File: src/rtl/gst_dmasnd_pkg.sv
// Shared definitions for the STE DMA sound sequencer (gst_dmasnd_ctrl).
// Optional frame counter register is enabled by GST_DMASND_FRAMECNT_EN.
package gst_dmasnd_pkg;

  localparam logic [4:0] REG_CTRL     = 5'd0;
  localparam logic [4:0] REG_START_HI = 5'd1;
  localparam logic [4:0] REG_START_MI = 5'd2;
  localparam logic [4:0] REG_START_LO = 5'd3;
  localparam logic [4:0] REG_CNT_HI   = 5'd4;
  localparam logic [4:0] REG_CNT_MI   = 5'd5;
  localparam logic [4:0] REG_CNT_LO   = 5'd6;
  localparam logic [4:0] REG_END_HI   = 5'd7;
  localparam logic [4:0] REG_END_MI   = 5'd8;
  localparam logic [4:0] REG_END_LO   = 5'd9;
  localparam logic [4:0] REG_FCNT     = 5'd10;

  localparam int CTRL_PLAY = 0;
  localparam int CTRL_LOOP = 1;

  typedef enum logic [2:0] {
    ST_IDLE,
    ST_ARM,
    ST_WAIT,
    ST_FETCH,
    ST_LOAD,
    ST_ENDCHK
  } state_t;

  // idx 0 = hi byte, 1 = mid byte, otherwise lo byte of a 24-bit address
  function automatic logic [7:0] addr_byte(input logic [23:0] v, input logic [1:0] idx);
    case (idx)
      2'd0:    return v[23:16];
      2'd1:    return v[15:8];
      default: return v[7:0];
    endcase
  endfunction

endpackage

File: src/rtl/gst_dmasnd_regs.sv
// CPU-visible register file: write-edge detect, ctrl/start/end storage, read mux.
// GST_DMASND_FRAMECNT_EN adds the 16-bit frame counter at A=10.
module gst_dmasnd_regs
  import gst_dmasnd_pkg::*;
(
  input  logic        clk_i,
  input  logic        rst_i,
  input  logic        cs_i,
  input  logic [4:0]  addr_i,
  input  logic [15:0] wdata_i,
  input  logic        rw_i,
  output logic [15:0] rdata_o,
  input  logic [23:0] cnt_i,
  input  logic        clr_play_i,
  input  logic        sint_i,
  output logic        play_o,
  output logic        loop_o,
  output logic [23:0] start_o,
  output logic [23:0] end_o
);

  logic        cs_q;
  logic        play_q;
  logic        loop_q;
  logic [23:0] start_q;
  logic [23:0] end_q;
  logic        wr_en;
  logic [15:0] rd_mux;
  logic [7:0]  unused_wdata;

  assign unused_wdata = wdata_i[15:8];

  // One write per CS assertion: only the first cycle of CS counts.
  assign wr_en = cs_i & ~cs_q & ~rw_i;

  always_ff @(posedge clk_i) begin
    if (rst_i) begin
      cs_q    <= 1'b0;
      play_q  <= 1'b0;
      loop_q  <= 1'b0;
      start_q <= 24'h0;
      end_q   <= 24'h0;
    end else begin
      cs_q <= cs_i;
      // A CPU ctrl write overrides the sequencer's end-of-frame PLAY clear.
      if (wr_en && (addr_i == REG_CTRL)) begin
        play_q <= wdata_i[CTRL_PLAY];
        loop_q <= wdata_i[CTRL_LOOP];
      end else if (clr_play_i) begin
        play_q <= 1'b0;
      end
      if (wr_en) begin
        case (addr_i)
          REG_START_HI: start_q[23:16] <= wdata_i[7:0];
          REG_START_MI: start_q[15:8]  <= wdata_i[7:0];
          REG_START_LO: start_q[7:0]   <= {wdata_i[7:1], 1'b0};
          REG_END_HI:   end_q[23:16]   <= wdata_i[7:0];
          REG_END_MI:   end_q[15:8]    <= wdata_i[7:0];
          REG_END_LO:   end_q[7:0]     <= {wdata_i[7:1], 1'b0};
          default: ;
        endcase
      end
    end
  end

`ifdef GST_DMASND_FRAMECNT_EN
  logic [15:0] fcnt_q;

  always_ff @(posedge clk_i) begin
    if (rst_i) begin
      fcnt_q <= 16'h0;
    end else if (wr_en && (addr_i == REG_FCNT)) begin
      fcnt_q <= 16'h0;
    end else if (sint_i) begin
      fcnt_q <= fcnt_q + 16'd1;
    end
  end
`else
  logic unused_sint;
  assign unused_sint = sint_i;
`endif

  always_comb begin
    rd_mux = 16'h0;
    case (addr_i)
      REG_CTRL:     rd_mux = {14'h0, loop_q, play_q};
      REG_START_HI: rd_mux[7:0] = addr_byte(start_q, 2'd0);
      REG_START_MI: rd_mux[7:0] = addr_byte(start_q, 2'd1);
      REG_START_LO: rd_mux[7:0] = addr_byte(start_q, 2'd2);
      REG_CNT_HI:   rd_mux[7:0] = addr_byte(cnt_i, 2'd0);
      REG_CNT_MI:   rd_mux[7:0] = addr_byte(cnt_i, 2'd1);
      REG_CNT_LO:   rd_mux[7:0] = addr_byte(cnt_i, 2'd2);
      REG_END_HI:   rd_mux[7:0] = addr_byte(end_q, 2'd0);
      REG_END_MI:   rd_mux[7:0] = addr_byte(end_q, 2'd1);
      REG_END_LO:   rd_mux[7:0] = addr_byte(end_q, 2'd2);
`ifdef GST_DMASND_FRAMECNT_EN
      REG_FCNT:     rd_mux = fcnt_q;
`endif
      default:      rd_mux = 16'h0;
    endcase
  end

  assign rdata_o = (cs_i && rw_i) ? rd_mux : 16'h0;
  assign play_o  = play_q;
  assign loop_o  = loop_q;
  assign start_o = start_q;
  assign end_o   = end_q;

endmodule

File: src/rtl/gst_dmasnd_ctrl.sv
// STE DMA sound sequencer: fetches frame words in sound slots and strobes them into the shifter FIFO.
// Build option GST_DMASND_FRAMECNT_EN adds a frame counter register (see gst_dmasnd_regs).
//
// state  | meaning
// IDLE   | not playing, waiting for PLAY
// ARM    | latch start/end into cnt/end_l
// WAIT   | playing, waiting for a sound slot with SREQ
// FETCH  | MREQ high, waiting for MACK
// LOAD   | SLOAD_N low for SLOAD_LEN cycles
// ENDCHK | end-of-frame / loop / next-word decision
module gst_dmasnd_ctrl
  import gst_dmasnd_pkg::*;
#(
  parameter int SLOAD_LEN      = 4,
  parameter int WORDS_PER_SLOT = 1
) (
  input  logic        clk32,
  input  logic        reset,
  input  logic        CS,
  input  logic [4:0]  A,
  input  logic [15:0] DIN,
  output logic [15:0] DOUT,
  input  logic        RW,
  input  logic        SREQ,
  input  logic        SND_SLOT,
  output logic        MREQ,
  output logic [22:0] MADDR,
  input  logic        MACK,
  output logic        SLOAD_N,
  output logic        SINT,
  output logic        ACTIVE
);

  state_t      state_q;
  logic [23:0] cnt_q;
  logic [23:0] end_l_q;
  logic [2:0]  wcnt_q;
  logic [3:0]  scnt_q;
  logic        mreq_q;
  logic [22:0] maddr_q;
  logic        sload_n_q;
  logic        sint_q;
  logic        active_q;

  logic        play;
  logic        loop_en;
  logic [23:0] start_addr;
  logic [23:0] end_addr;
  logic        frame_done;
  logic        clr_play;
  logic        more_words;

  gst_dmasnd_regs u_regs (
    .clk_i      (clk32),
    .rst_i      (reset),
    .cs_i       (CS),
    .addr_i     (A),
    .wdata_i    (DIN),
    .rw_i       (RW),
    .rdata_o    (DOUT),
    .cnt_i      (cnt_q),
    .clr_play_i (clr_play),
    .sint_i     (sint_q),
    .play_o     (play),
    .loop_o     (loop_en),
    .start_o    (start_addr),
    .end_o      (end_addr)
  );

  assign frame_done = (cnt_q == end_l_q);
  // Combinational so PLAY is already clear when the FSM lands in IDLE.
  assign clr_play   = (state_q == ST_ENDCHK) && frame_done && !loop_en;
  assign more_words = ((wcnt_q + 3'd1) < 3'(WORDS_PER_SLOT));

  always_ff @(posedge clk32) begin
    if (reset) begin
      state_q   <= ST_IDLE;
      cnt_q     <= 24'h0;
      end_l_q   <= 24'h0;
      wcnt_q    <= 3'd0;
      scnt_q    <= 4'd0;
      mreq_q    <= 1'b0;
      maddr_q   <= 23'h0;
      sload_n_q <= 1'b1;
      sint_q    <= 1'b0;
      active_q  <= 1'b0;
    end else begin
      sint_q <= 1'b0;
      case (state_q)
        ST_IDLE: begin
          if (play) state_q <= ST_ARM;
        end
        ST_ARM: begin
          cnt_q   <= start_addr;
          end_l_q <= end_addr;
          if (start_addr == end_addr) begin
            state_q <= ST_ENDCHK;
          end else begin
            state_q  <= ST_WAIT;
            active_q <= 1'b1;
          end
        end
        ST_WAIT: begin
          if (!play) begin
            state_q  <= ST_IDLE;
            active_q <= 1'b0;
          end else if (SND_SLOT && SREQ) begin
            state_q <= ST_FETCH;
            wcnt_q  <= 3'd0;
            mreq_q  <= 1'b1;
            maddr_q <= cnt_q[23:1];
          end
        end
        ST_FETCH: begin
          if (MACK) begin
            state_q   <= ST_LOAD;
            mreq_q    <= 1'b0;
            sload_n_q <= 1'b0;
            scnt_q    <= 4'(SLOAD_LEN - 1);
            cnt_q     <= cnt_q + 24'd2;
          end
        end
        ST_LOAD: begin
          if (scnt_q == 4'd0) begin
            sload_n_q <= 1'b1;
            state_q   <= ST_ENDCHK;
          end else begin
            scnt_q <= scnt_q - 4'd1;
          end
        end
        ST_ENDCHK: begin
          if (frame_done) begin
            sint_q <= 1'b1;
            if (loop_en) begin
              state_q <= ST_ARM;
            end else begin
              state_q  <= ST_IDLE;
              active_q <= 1'b0;
            end
          end else if (!play) begin
            state_q  <= ST_IDLE;
            active_q <= 1'b0;
          end else if (more_words && SREQ) begin
            state_q <= ST_FETCH;
            wcnt_q  <= wcnt_q + 3'd1;
            mreq_q  <= 1'b1;
            maddr_q <= cnt_q[23:1];
          end else begin
            state_q <= ST_WAIT;
          end
        end
        default: state_q <= ST_IDLE;
      endcase
    end
  end

  assign MREQ    = mreq_q;
  assign MADDR   = maddr_q;
  assign SLOAD_N = sload_n_q;
  assign SINT    = sint_q;
  assign ACTIVE  = active_q;

endmodule
File: config.mk
export PLATFORM = sky130hd
export DESIGN_NAME = gst_dmasnd_ctrl
export DESIGN_NICKNAME = d
export VERILOG_FILES = /design/src/rtl/gst_dmasnd_pkg.sv /design/src/rtl/gst_dmasnd_regs.sv /design/src/rtl/gst_dmasnd_ctrl.sv
export SDC_FILE = /design/constraint.sdc
export NUM_CORES = 1
export LEC_CHECK = 0
export CAP_MARGIN = 0
export CORE_UTILIZATION = 50
export DETAILED_ROUTE_END_ITERATION = 10
export GPL_ROUTABILITY_DRIVEN = 0
export PLACE_DENSITY = 0.79
export SYNTH_ARGS = -nofsm -noshare
export SYNTH_HDL_FRONTEND = slang
export SYNTH_SLANG_ARGS = --single-unit
File: constraint.sdc
create_clock -name clk32 -period 3.3 [get_ports clk32]
set_input_delay 0.825 -clock clk32 [delete_from_list [all_inputs] [get_ports clk32]]
set_output_delay 0.825 -clock clk32 [all_outputs]
set_load 0.03 [all_outputs]
# Word-level counts from Yosys, hierarchy flattened
# Index checks and enable logic that the tools add are counted.
op_classes:
  addsub: 3
  magnitude_cmp: 1
  n_eq_ne: 28
  muxes: 47
  n_bitwise: 5
  reduce_logical: 30
op_table:
  columns: ["op", "n"]
  rows:
  - ["23-bit 2-to-1 mux", 5]
  - ["8-bit one-hot mux with 10 select lines", 1]
  - ["24-bit one-hot mux with 2 select lines", 1]
  - ["23-bit one-hot mux with 2 select lines", 1]
  - ["3-bit 2-to-1 mux", 12]
  - ["24-bit by 2-bit adder with 24-bit output (second input constant)", 1]
  - ["24-bit equality test", 1]
  - ["24-bit 2-to-1 mux", 1]
  - ["23-bit equality test", 1]
  - ["5-bit by 3-bit equality test with 1-bit output (second input constant)", 4]
  - ["3-bit one-hot mux with 6 select lines", 1]
  - ["1-bit 2-to-1 mux", 16]
  - ["2-bit AND reduction", 7]
  - ["2-bit != test (second input constant)", 6]
  - ["5-bit by 2-bit equality test with 1-bit output (second input constant)", 2]
  - ["5-bit by 4-bit equality test with 1-bit output (second input constant)", 2]
  - ["3-bit AND reduction", 3]
  - ["4-bit 2-to-1 mux", 2]
  - ["8-bit 2-to-1 mux", 1]
  - ["2-bit by 1-bit != test with 1-bit output (second input constant)", 4]
  - ["4-bit one-hot mux with 2 select lines", 1]
  - ["2-bit nonzero test", 4]
  - ["7-bit AND reduction", 1]
  - ["3-bit by 2-bit equality test with 1-bit output (second input constant)", 2]
  - ["22 further kinds", 34]
word_totals:
  register_bits: 133
  input_bits: 28
  output_inout_bits: 43
  elab_cells: 133

# Longest topological paths before layout
logic_depth:
  word_depth: 7
  ltp_mapped: 8
  mapped_depth_nobuf: 8

# Hierarchy
# A second synthesis with hierarchy kept.
unflattened:
  cells_unflattened: 813
  hier_area_um2: 7041.8
modules_own_cells:
  columns: ["mod", "n_inst", "cells_each", "area_each_um2", "seq_area_each_um2"]
  rows:
  - ["gst_dmasnd_ctrl", 1, 522, 4389.2, 1701.6]
  - ["gst_dmasnd_regs", 1, 291, 2652.5, 980.9]

# Worst setup path before layout
# No wires, ideal clock.
synth_timing:
  path_kind: "input to output"
  startpoint: "input A[0]"
  endpoint: "output DOUT[2]"
  arrival_time_ns: 2.532
  required_ns: 2.475
  path_slack_ns: -0.057
  stages: 5
  n_path_buf: 2
  cell_sequence: "clkbuf_1 nor3_1 clkbuf_1 a22oi_1 a41oi_1"
synth_via:
  elab_chain_cells: 3
  word_cells_on_any_way: 12
  classes_between: "eq/ne (9); mux (2); reduce/logical (1)"
synth_rtl:
  columns: ["item", "line", "text"]
  rows:
  - ["from (decl)", "gst_dmasnd_ctrl.sv:20", "input logic [4:0] A,"]
  - ["5-bit by 4-bit equality test with 1-bit output (tied with other cells)", "gst_dmasnd_regs.sv:85", "case (addr_i)"]
  - ["8-bit one-hot mux with 10 select lines (*)", "gst_dmasnd_regs.sv:85", null]
  - ["8-bit 2-to-1 mux (*)", "gst_dmasnd_regs.sv:103", "assign rdata_o = (cs_i && rw_i) ? rd_mux : 16'h0;"]
  - ["to (decl)", "gst_dmasnd_ctrl.sv:22", "output logic [15:0] DOUT,"]
# Mark *: on every way between the ends. The rest lies on a longest branch, timed or not.

# Worst setup path after layout
layout_timing:
  startpoint: "input A[3]"
  endpoint: "output DOUT[5]"
# Same word-level chain as after synthesis.

==> metrics <==
Tightest Pin Transition 839.1 ps; max frequency ~310 MHz; dominant synthesized flop cell dfxtp_1; die width ~120 um; Core Rows between 40 and 50; Die Span Y between 100 and 150 um; DR vias 6389; clk_lat worst skew ~430 ps; Fin. Hold Viols 0; I/O pin count between 70 and 80; Yosys reg bits between 100 and 150; Max VDD drop approximately 0.00045 V; Leakage between 3 and 4 nW; fin crit share 99.21%; commonest non-fill, non-tap cells in the layout dfxtp_1 (132), nand2_1 (106), a21oi_1 (77), nor2_1 (61), mux2i_1 (50); Max stage delay cell, worst path or3b_4; Top delay family on crit path simple AND/OR/NAND/NOR gates; maxcap violations 0; Final min period 3274 ps; DRT Wirelength approximately 20000 um; CP Capture Type output pin; Area Growth Syn to Fin 20.77%; clk slew on worst S/H paths 50 ps; Gate power share under 10%; Syn Inst Count about 830; Buf+Inv Stages, Crit Path 3; hold slack between 400 and 500 ps; Avg Cell Area, Syn between 8 and 9 um^2; crit-path cells clkdlybuf4s15_1 > or3b_4 > nor2_1 > buf_4 > a22oi_1 > a31oi_2 > buf_6; count of final max-slew check failures 0; share of the synthesized area in the top cell type between 30% and 40%; GR Layer Usage met1 38.95%; clock buffer depth 2; vias in the first global route 5817; WS Path Type in -> out; Cell Area, Synth 6987 um^2; # DRC 0; asr flop ratio synth 0%; switching share of power between 20% and 30%; post-synth cell types 65; Post-Route Setup TNS 0 ps; top post-synthesis cells by area dfxtp_1 (38%), mux2i_1 (7.2%), nand2_1 (5.7%); post-route ant nets 0; Post-synth EDFFs 0; Num CTS Buffers 17; Worst EP required ~2500 ps; final core utilization 62.72%; Avg WL per Cell ~19 um; P_sw a little over 0.8 mW; Root Buffer clkbuf_16; Final HPWL DP approximately 14000 um; vias per cell 5.971; # port buffers 54; Worst R2R Setup Slack about 760 ps; antenna violations before repair 0; startpoint types input port; Seq pwr share between 40% and 50%; total iterations of the first detailed-routing run 6; Congestion Overflow GR 0; Max-Slew Margin vs Limit 43.89%; GR Layer Usage met3 under 10%; area leader, netlist dfxtp_1; synth warn 0; Pwr Total roughly 3.7 mW; Initial Utilization around half; outcome finished, final reports clean; clock skew a little over 7 ps; core area 13450 um^2; layout filler cell count about 1200; CP arrival between 2000 and 2500 ps; NumNets Final roughly 900; commonest non-fill, non-tap cell in the layout dfxtp_1; maximum number of pins on one net before global-route repair 95; busiest grt layer met2; setup violators final 0; clock group share of total power a little over half; first-pass GRT wire length ~32000 um; CTS tree yes; P per Cell Area ~440 nW/um^2; critical path peak fanout 7; HP Class reg -> reg; overall routing resource usage between 20% and 30%; fraction of layout cells with a size suffix above 1 between 10 and 15%; clock sinks 132; Ant. Diodes 0; CTS H-tree depth 4; P_int between 2 and 3 mW; met2 usage 40.98%; DIE AREA roughly 14000 um^2; sequential share of the synthesized area a little under two fifths; RSZ-0062 raised after global routing false; initial drt markers a little over 700; Crit path largest cell delay 460 ps
## cells in the mapped netlist (all sizes together) (3+ instances only)
cell type	n
a221oi	5
and3	5
o21ai	25
nand3b	5
nor2	64
a22o	6
o22ai	4
and3b	4
a41oi	3
a222oi	5
nor2b	3
a31oi	11
a21oi	77
a211oi	12
nand3	40
xnor2	27
nand2	108
nor3	15
nor3b	4
inv	5
clkbuf	40
ha	4
dfxtp	132
o31ai	3
or2b	12
a22oi	14
or3	5
buf	32
nand4	13
o41ai	3
xor2	22
and2	5
nor4	10
nand2b	37
mux2i	50
mux2	5
## worst min-delay path: stages (launching register included)
cell and delay (ps):
dfxtp_1 310, nand2_1 50, a21oi_1 50
## path summary, 6_finish.rpt
check                 start   endpoint  cells after the start
hold reg to reg        MREQ       MREQ                      2
setup / recovery       A[3]    DOUT[5]                      7
setup reg to reg  cnt_q[22]  MADDR[20]                      7
hold / removal         MREQ       MREQ                      2
## per-stage QoR
step | instances | setup slack [ps] | cell area [um^2]
after global placement | 1036 | -259.5 | 7696
after floorplan | 839 | 1.574 | 7046
after global routing | 1070 | 1.834 | 8438
after CTS | 1069 | 10.64 | 8378
final | 1070 | 26.02 | 8438
after detailed placement | 1036 | -260.6 | 7696
## area by class of cell
class	count	area, um^2	share of cell area, %
repair buffers	95	877.1	10.39
multi-input cells	630	4068	48.21
clock inverters	10	127.6	1.512
well taps	176	220.2	2.610
flip-flops and latches	132	2643	31.32
inverters	5	18.77	0.2224
clock buffers	22	484.2	5.738
## routing by layer
layer	vias up	wire length, um
li1	3025	-
met5	-	0
met3	79	2253
met2	369	8375
met4	0	832
met1	2916	8432
## cell families (layout without fill, tap and decap cells)
logic type,after synthesis,in the layout,synth area share [%]
AOI/OAI and AO/OA,177,177,15.92
xor gates and xnor gates,49,49,6.357
other,1,8,0.05367
DFF,132,132,37.82
and+or+nand+nor,337,337,24.95
adders and majority gates,4,4,0.7164
buffers and inverters,77,132,6.214
muxes,55,55,7.969
## power by group through the flow
stage / Combinational, mW / Sequential, mW / Clock, mW
after floorplan: 0.0907 / 1.63 / 0
after global placement: 0.153 / 1.64 / 0
after detailed placement: 0.153 / 1.64 / 0
after CTS: 0.158 / 1.60 / 1.97
after global routing: 0.173 / 1.60 / 2.04
final: 0.164 / 1.60 / 1.95
## state kept, by name, summed over array words and instances (netlist names)
register / cells
MADDR: 23
cnt_q: 23
end_l_q: 23
u_regs.end_o: 23
u_regs.start_o: 23
scnt_q: 4
state_q: 3
wcnt_q: 3
ACTIVE: 1
MREQ: 1
SINT: 1
SLOAD_N: 1
u_regs.cs_q: 1
u_regs.loop_o: 1
u_regs.play_o: 1
## timing repair
| item | in CTS | in global routing |
|---|---|---|
| pin swaps | 11 | 10 |
| hold buffers | 0 | 0 |
| gates cloned | 0 | 0 |
| endpoints found under the setup margin | 8 | 6 |
| gates resized for setup | 21 | 15 |
| setup buffers | 1 | 1 |
No activity file was read; power rests on OpenSTA's default activity.
